`src/rtl/reg_arb_pkg.sv`:
```
// ---------------------------------------------------------------------------
// reg_arb_pkg
//   Shared types and constants for the register-bank write arbiter.
//   - arb_state_t : arbiter FSM state (IDLE, WRITE)
//   - CNT_W       : width of the optional completed-write counter
//   - addr_width  : index width needed to address n items (minimum 1 bit)
// ---------------------------------------------------------------------------
package reg_arb_pkg;

    typedef enum logic {
        IDLE  = 1'b0,
        WRITE = 1'b1
    } arb_state_t;

    localparam int CNT_W = 16;

    function automatic int addr_width(input int n);
        return (n > 1) ? $clog2(n) : 1;
    endfunction

endpackage

```
`src/rtl/rr_pick.sv`:
```
// ---------------------------------------------------------------------------
// rr_pick
//   Combinational round-robin selector. Scans req starting at ptr, moving
//   upward and wrapping from NREQ-1 back to 0; the first set bit wins.
// Ports:
//   req        in   NREQ  request vector
//   ptr        in   PW    index with highest priority this round
//   win_onehot out  NREQ  one-hot winner (all zero when no request)
//   win_idx    out  PW    binary winner index (0 when no request)
//   valid      out  1     at least one request present
// ---------------------------------------------------------------------------
module rr_pick
    import reg_arb_pkg::*;
#(
    parameter int NREQ = 4,
    parameter int PW   = addr_width(NREQ)
) (
    input  logic [NREQ-1:0] req,
    input  logic [PW-1:0]   ptr,
    output logic [NREQ-1:0] win_onehot,
    output logic [PW-1:0]   win_idx,
    output logic            valid
);

    int          cand;
    logic [PW-1:0] cand_idx;

    // NOTE: every output of a combinational block gets a default before any
    // conditional assignment; a path that leaves one unassigned infers a latch.
    always_comb begin
        win_onehot = '0;
        win_idx    = '0;
        valid      = 1'b0;
        cand       = 0;
        cand_idx   = '0;
        for (int k = 0; k < NREQ; k++) begin
            cand     = (int'(ptr) + k) % NREQ;
            cand_idx = PW'(cand);
            if (!valid && req[cand_idx]) begin
                valid                = 1'b1;
                win_idx              = cand_idx;
                win_onehot[cand_idx] = 1'b1;
            end
        end
    end

endmodule

```
`src/rtl/reg_write_arbiter.sv`:
```
// ---------------------------------------------------------------------------
// reg_write_arbiter
//   Round-robin write arbiter in front of a bank of enabled D flip-flops.
//   One requester is granted per transaction; its address and data are
//   latched and presented to the bank as a one-cycle one-hot enable plus a
//   shared data bus. Each transaction is IDLE (arbitrate) then WRITE (one
//   cycle), so the block sustains one write every two cycles.
//
//   Optional feature macro: ARB_COUNT_EN adds the write_count port and a
//   16-bit wrapping counter of completed writes.
//
// Ports:
//   clk          in   1           rising-edge clock
//   reset        in   1           synchronous, active-low reset
//   req          in   NREQ        level requests, held until granted
//   req_addr     in   NREQ*AW     packed addresses, requester i at [i*AW +: AW]
//   req_data     in   NREQ*WIDTH  packed data, requester i at [i*WIDTH +: WIDTH]
//   gnt          out  NREQ        one-hot grant, high during WRITE
//   reg_en       out  NREG        one-hot bank enable, high during WRITE
//   reg_data     out  WIDTH       bank data bus, holds last written value
//   busy         out  1           high during WRITE
//   write_count  out  16          completed writes (ARB_COUNT_EN only)
// ---------------------------------------------------------------------------
module reg_write_arbiter
    import reg_arb_pkg::*;
#(
    parameter int NREQ  = 4,
    parameter int NREG  = 8,
    parameter int WIDTH = 8,
    parameter int AW    = addr_width(NREG)
) (
    input  logic                  clk,
    input  logic                  reset,
    input  logic [NREQ-1:0]       req,
    input  logic [NREQ*AW-1:0]    req_addr,
    input  logic [NREQ*WIDTH-1:0] req_data,
    output logic [NREQ-1:0]       gnt,
    output logic [NREG-1:0]       reg_en,
    output logic [WIDTH-1:0]      reg_data,
    output logic                  busy
`ifdef ARB_COUNT_EN
    ,
    output logic [CNT_W-1:0]      write_count
`endif
);

    localparam int PW = addr_width(NREQ);

    arb_state_t      state_q, state_d;
    logic [PW-1:0]   ptr_q;
    logic [PW-1:0]   win_q;

    logic [NREQ-1:0] pick_onehot;
    logic [PW-1:0]   pick_idx;
    logic            pick_valid;

    logic [AW-1:0]   sel_addr;
    logic [WIDTH-1:0] sel_data;
    logic            start;
    logic            done;

    rr_pick #(
        .NREQ (NREQ),
        .PW   (PW)
    ) u_pick (
        .req        (req),
        .ptr        (ptr_q),
        .win_onehot (pick_onehot),
        .win_idx    (pick_idx),
        .valid      (pick_valid)
    );

    // Winner's address/data slices of the packed request buses.
    always_comb begin
        sel_addr = req_addr[int'(pick_idx)*AW +: AW];
        sel_data = req_data[int'(pick_idx)*WIDTH +: WIDTH];
    end

    // Next-state logic; arbitration only happens in IDLE, so request
    // changes while in WRITE have no effect on the latched transaction.
    always_comb begin
        state_d = state_q;
        start   = 1'b0;
        done    = 1'b0;
        case (state_q)
            IDLE: begin
                if (pick_valid) begin
                    start   = 1'b1;
                    state_d = WRITE;
                end
            end
            WRITE: begin
                done    = 1'b1;
                state_d = IDLE;
            end
            default: state_d = IDLE;
        endcase
    end

    // NOTE: sequential state uses non-blocking assignments so every register
    // samples pre-edge values, independent of statement order.
    always_ff @(posedge clk) begin
        if (!reset) state_q <= IDLE;
        else        state_q <= state_d;
    end

    always_ff @(posedge clk) begin
        if (!reset) begin
            ptr_q    <= '0;
            win_q    <= '0;
            gnt      <= '0;
            reg_en   <= '0;
            reg_data <= '0;
            busy     <= 1'b0;
        end else if (start) begin
            win_q    <= pick_idx;
            gnt      <= pick_onehot;
            reg_en   <= NREG'(1) << sel_addr;
            reg_data <= sel_data;
            busy     <= 1'b1;
        end else if (done) begin
            // Winner's successor gets top priority next round.
            ptr_q  <= (win_q == PW'(NREQ-1)) ? '0 : win_q + 1'b1;
            gnt    <= '0;
            reg_en <= '0;
            busy   <= 1'b0;
        end
    end

`ifdef ARB_COUNT_EN
    logic [CNT_W-1:0] cnt_q;

    // A write cut short by reset is still captured by the bank but is not
    // counted, because the reset branch takes priority at that edge.
    always_ff @(posedge clk) begin
        if (!reset)    cnt_q <= '0;
        else if (done) cnt_q <= cnt_q + 1'b1;
    end

    assign write_count = cnt_q;
`endif

endmodule

```
`config.mk`:
```
export PLATFORM = sky130hd
export DESIGN_NAME = reg_write_arbiter
export DESIGN_NICKNAME = d
export VERILOG_FILES = /design/src/rtl/reg_arb_pkg.sv /design/src/rtl/rr_pick.sv /design/src/rtl/reg_write_arbiter.sv
export SDC_FILE = /design/constraint.sdc
export NUM_CORES = 1
export LEC_CHECK = 0
export CELL_PAD_IN_SITES_DETAIL_PLACEMENT = 1
export CELL_PAD_IN_SITES_GLOBAL_PLACEMENT = 2
export CORE_MARGIN = 5
export CORE_UTILIZATION = 27
export CTS_CLUSTER_SIZE = 10
export DETAILED_ROUTE_END_ITERATION = 12
export PLACE_DENSITY = 0.82
export SYNTH_ARGS = -nofsm -noshare
export SYNTH_HDL_FRONTEND = slang
export SYNTH_SLANG_ARGS = --single-unit
```
`constraint.sdc`:
```
create_clock -name clk -period 10.81 [get_ports clk]
set_clock_uncertainty 0.2 [all_clocks]
set_input_delay 2.162 -clock clk [delete_from_list [all_inputs] [get_ports clk]]
set_output_delay 2.162 -clock clk [all_outputs]
set_load 0.01 [all_outputs]
```
## After elaboration in Yosys (flattened, before gate mapping)

Cells that the tools add are included.

| operators by class | value |
|---|---|
| add/subtract/negate cells | 4 |
| multiply operators | 1 |
| $lt $le $gt $ge | 8 |
| equality and inequality tests | 1 |
| shift operators | 3 |
| mux-type cells | 39 |
| bitwise operators | 5 |
| reductions and logical operators | 12 |

Operators with widths:

| cell | count |
|---|---|
| indexed part select 32 x 6 -> 8 bit | 1 |
| two-way mux 4 bit | 6 |
| two-way mux 1 bit | 17 |
| two-way mux 8 bit | 2 |
| < comparator 2 x 3 -> 1 bit (second input constant) | 4 |
| OR 4 bit | 3 |
| indexed part select 12 x 5 -> 3 bit | 1 |
| two-way mux 2 bit | 5 |
| binary-select mux 1 bit (select 2 bit) | 4 |
| demux 1 bit (select 2 bit) | 4 |
| greater-or-equal comparator 2 x 1 -> 1 bit (second input constant) | 4 |
| << shifter 1 x 3 -> 8 bit (first input constant) | 1 |
| logical AND 1 bit | 7 |
| adder 2 x 1 -> 2 bit (second input constant) | 2 |
| adder 2 bit (second input constant) | 2 |
| multiplier 2 x 2 -> 4 bit (second input constant) | 1 |
| zero test 1 bit | 3 |
| equality test 2 bit (second input constant) | 1 |
| NOT 1 bit | 2 |
| one-hot mux 1 bit (2 select lines) | 1 |
| AND reduction 2 bit | 1 |
| nonzero test 2 bit | 1 |

| storage, ports and cells | value |
|---|---|
| flip-flop bits (word level) | 26 |
| output and inout bits | 21 |
| logic and storage cells | 80 |

## Depth between registers and ports, before layout

| depth | value |
|---|---|
| depth in word-level cells | 16 |
| gate-level depth with buffers | 13 |
| gate-level depth less buffers | 9 |

## Hierarchy

A second synthesis with hierarchy kept.

| second synthesis, totals | value |
|---|---|
| cells, all modules | 153 |
| area, all modules | 1,659.1 µm² |

By module, submodules not included:

| module | instances | cells each | area an instance (µm²) | seq. area each (µm²) |
|---|---|---|---|---|
| reg_write_arbiter | 1 | 108 | 1,237.4 | 520.5 |
| rr_pick | 1 | 45 | 421.7 | 0.0 |

## Least setup slack after synthesis

Ideal clock, no wire load.

| timing path | value |
|---|---|
| path kind | input to register |
| from | input req[0] |
| to | register reg_data[3] |
| arrival | 4,302 ps |
| data required time | 10,495 ps |
| slack | 6,193 ps |
| stages | 11 |
| cells stage by stage | clkbuf_1 -> mux4_2 -> nor2b_1 -> buf_6 -> or3_1 -> buf_2 -> o21ai_4 -> buf_4 -> mux2i_1 -> o22ai_1 -> o21a_1 |

| between the ends | value |
|---|---|
| word-level cells in the longest chain between the ends | 14 |
| elaborated cells on any way between the ends | 25 |
| classes of those cells | shift: 1; mux: 18; reduce/logical: 6 |

Ends and longest elaborated chain:

| item | RTL line | text |
|---|---|---|
| from (decl) | reg_write_arbiter.sv:34 | `input logic [NREQ-1:0] req,` |
| branches (longest 14 deep; another with binary-select mux 1 bit (select 2 bit)) | - |  |
| to (signal assigned) | reg_write_arbiter.sv:119 | `reg_data <= sel_data;` |
| to (decl) | reg_write_arbiter.sv:39 | `output logic [WIDTH-1:0] reg_data,` |

Parallel ways; which one is timed is not known. The select of a mux whose other input is x is not followed.
A chain may end at the register's enable or synchronous reset.

## Final worst setup path

| timing path | value |
|---|---|
| from | input req[2] |
| to | register reg_en[6] |

| between the ends | value |
|---|---|
| word-level cells in the longest chain between the ends | 16 |
| elaborated cells on any way between the ends | 29 |
| classes of those cells | mul: 1; shift: 2; mux: 19; reduce/logical: 7 |

Ends and longest elaborated chain:

| item | RTL line | text |
|---|---|---|
| binary-select mux 1 bit (select 2 bit) | rr_pick.sv:39 | `if (!valid && req[cand_idx]) begin` |
| two-way mux 1 bit (not written as such) | rr_pick.sv:39 |  |
| two-way mux 1 bit | rr_pick.sv:39 |  |
| zero test 1 bit | rr_pick.sv:39 |  |
| logical AND 1 bit | rr_pick.sv:39 |  |
| two-way mux 1 bit | rr_pick.sv:39 |  |
| zero test 1 bit | rr_pick.sv:39 |  |
| logical AND 1 bit | rr_pick.sv:39 |  |
| two-way mux 1 bit | rr_pick.sv:39 |  |
| zero test 1 bit | rr_pick.sv:39 |  |
| logical AND 1 bit | rr_pick.sv:39 |  |
| two-way mux 2 bit | rr_pick.sv:39 |  |
| multiplier 2 x 2 -> 4 bit | reg_write_arbiter.sv:75 | `sel_addr = req_addr[int'(pick_idx)*AW +: AW];` |
| indexed part select 12 x 5 -> 3 bit | reg_write_arbiter.sv:75 |  |
| << shifter 1 x 3 -> 8 bit | reg_write_arbiter.sv:118 | `reg_en <= NREG'(1) << sel_addr;` |
| two-way mux 8 bit | reg_write_arbiter.sv:115 | `end else if (start) begin` |
| to (signal assigned) | reg_write_arbiter.sv:118 |  |
| to (decl) | reg_write_arbiter.sv:38 | `output logic [NREG-1:0] reg_en,` |

Parallel ways exist; a longest one is shown, timed or not. The select of a mux whose other input is x is not followed.

==> reports/results.ini <==
[outcome]
outcome = completed

[detailed_routing]
postRouteAntennaNets = 0
routedWlPerCell_um = 16.4
drc = 0
wirelength_um = 5630
vias = 1839
vias_per_cell = 5.36
firstDrtPassIters = 4
drt-initial-drc-count = 51

[timing]
min_period_ns = 5.24
relSlewSlack_pct = 49.5
finalSetupTns_ns = 0
hold_viol_final = 0
tightest_slew_ns = 0.754
hold_ws_ns = 0.257
setup_viol = 0
slew_violations = 0
rsz0062_at_grt = no
finalCritPeriodShare_pct = 48.5
max_freq_mhz = 191

[layout]
antenna_cells = 0
nNetsFinal = 323
syn_to_final_growth_pct = 44.6
drive_above_1_share_pct = 7.60

[synthesis]
ys_seq_elements = 26
synth_edf_count = 0
yosysTopAreaCell = dfxtp_1
synth.area.top_cells = dfxtp_1, mux2i_1, ha_1, a32o_1, mux2_2
synth_common_cells = dfxtp_1, mux2i_1, nand2_1
postSynthCellCount = 201
async_flop_share_pct = 0
synth_nets = 260
yosys.cell_types.count = 43
synth.most_common_cell = dfxtp_1
ys_seq_area_share_pct = 28.4
netlist_area_mm2 = 0.00184
yosys.area.top_type_share_pct = 28.4
syn_avg_cell_area_um2 = 9.13
ys_warn_count = 0
synth_ff_type = dfxtp_1

[placed_design]
gp_congestion = 0.766
dp_hpwl_um = 4330
portBuffers = 70

[die]
core-area_mm2 = 0.00672
rows = 30
die_h_um = 92.5
die_w_um = 92.5
start_util_pct = 27.3
ios = 71
die_area_mm2 = 0.00855

[critical_path]
cp-start-kind = input port
crit_chain = clkdlybuf4s50_1, mux4_2, nor2b_1, or3_1, nor3b_1, a31o_1, o32a_1, a32o_1
rrSetupSlack_ns = 6.88
crit_family = simple AND/OR/NAND/NOR gates
critPathCaptureType = flip-flop
crit_type = in -> reg
cp_num_buf_inv = 1
slowest_stage = mux4_2
cp_max_fo = 11
cp.arrival_ns = 5.22
cp_slowest_stage_delay_ns = 0.61
cp.required_ns = 10.79

[job]
maxCapViolations = 0

[min_path]
hold_path.class = reg -> reg

[power_and_ir_drop]
p_comb_share_pct = 43.9
powerDensity_mw_per_mm2 = 132
internal_power_uw = 236
ir_drop_v = 0.0000608
p_sw_share_pct = 33.0
p_switching_uw = 116
p_clk_share_pct = 23.5
p_seq_share_pct = 32.7
p_leak_nw = 0.994

[clock_tree]
htreeDepth = 1
root_buffer = clkbuf_8
ctsHoldBuffers = 0
clkSinkCount = 26
ctsResizeCount = 0
clock_path_buffers = 2
numCtsBuffers = 3
post-cts-setup-buffer-count = 0
path_clk_slew_ns = 0.10
cts_tree = done
clk_latency_ns = 0.27

[grt]
grt_usage_pct = 12.8
grt_pass1_wl_um = 9170
grt_max_degree = 24
grt_overflow_total = 0
grt_pass1_vias = 1927
antenna_found_initial = 0

metal layers:
layer  wire, µm  track usage (%)  vias up  share of wire (%)
met5          0                0        -                  0
met4         34             2.72        0               0.60
met3        451             3.90        4                8.0
met2       2600             21.1       55                 46
met1       2540             16.4      889                 45
li1           -                -      891                  -
tightest hold or removal path, cell delays in order (launching register included):
cell,delay [ns]
dfxtp_1,0.32
inv_1,0.05
a21oi_1,0.05
power by group through the flow:
| stage | logic, mW | clock network (mW) | registers (mW) |
|---|---|---|---|
| 5_1_grt | 0.168 | 0.0873 | 0.117 |
| 2_1_floorplan | 0.0936 | 0 | 0.120 |
| 6_report | 0.154 | 0.0826 | 0.115 |
| 4_1_cts | 0.156 | 0.0840 | 0.115 |
| 3_5_place_dp | 0.155 | 0 | 0.117 |
| 3_3_place_gp | 0.152 | 0 | 0.117 |
cell usage in the layout (no fill, tap or decap), drive strengths merged, types with 4 or more instances in the layout:
cell type and count:
a21oi 9, a221o 4, a22oi 4, a32o 8, clkdlybuf4s50 70, dfxtp 26
ha 9, inv 6, mux2 6, mux2i 23, nand2 10, nand2b 5
nand3 6, nor2 9, nor2b 6, o21ai 11, o22ai 9
metrics by stage:
| stage | cells | worst slack, ns | instance area [µm²] | util, % | power, mW |
|---|---|---|---|---|---|
| floorplan | 201 | 6.19 | 1840 | - | 0.214 |
| global placement | 339 | 5.33 | 2580 | 38.4 | 0.269 |
| detailed placement | 339 | 5.26 | 2580 | 38.4 | 0.272 |
| CTS | 343 | 5.56 | 2650 | 39.5 | 0.355 |
| global route | 343 | 5.36 | 2650 | 39.5 | 0.372 |
| finish | 343 | 5.57 | 2650 | 39.5 | 0.351 |
logic make-up (layout without fill, tap and decap cells):
family / after synthesis / count (layout) / share of synthesized area [%]
flops: 26 / 26 / 28.4
buf+inv: 22 / 84 / 5.79
compound gates: 63 / 63 / 26.5
simple gates: 50 / 50 / 14.5
mux: 31 / 31 / 18.7
fa+ha+maj: 9 / 9 / 6.14
flip-flops by register name, indices dropped and copies added, names as in the netlist:
register,cells
ptr_q,2
busy,1
gnt,4
reg_data,8
reg_en,8
state_q,1
win_q,2
path summary, 6_finish.rpt:
path / cells after the start / start / end
worst min-delay path: 2 / busy$_SDFFE_PN0P_ / busy$_SDFFE_PN0P_
worst max register to register: 9 / ptr_q[0]$_SDFFE_PN0P_ / reg_en[6]$_SDFFE_PN0P_
worst min register to register: 2 / busy$_SDFFE_PN0P_ / busy$_SDFFE_PN0P_
worst max-delay path: 8 / req[2] / reg_en[6]$_SDFFE_PN0P_
area by class of cell:
cell class                      instances  area [µm²]
Inverter                                7        26.3
Clock inverter                          1        30.0
Fill cell                             794        4070
Clock buffer                            3        41.3
Multi-Input combinational cell        153        1210
Sequential cell                        26         520
Tap cell                               80         100
Timing Repair Buffer                   73         723
Note: power is estimated with default switching activity, not from simulation.
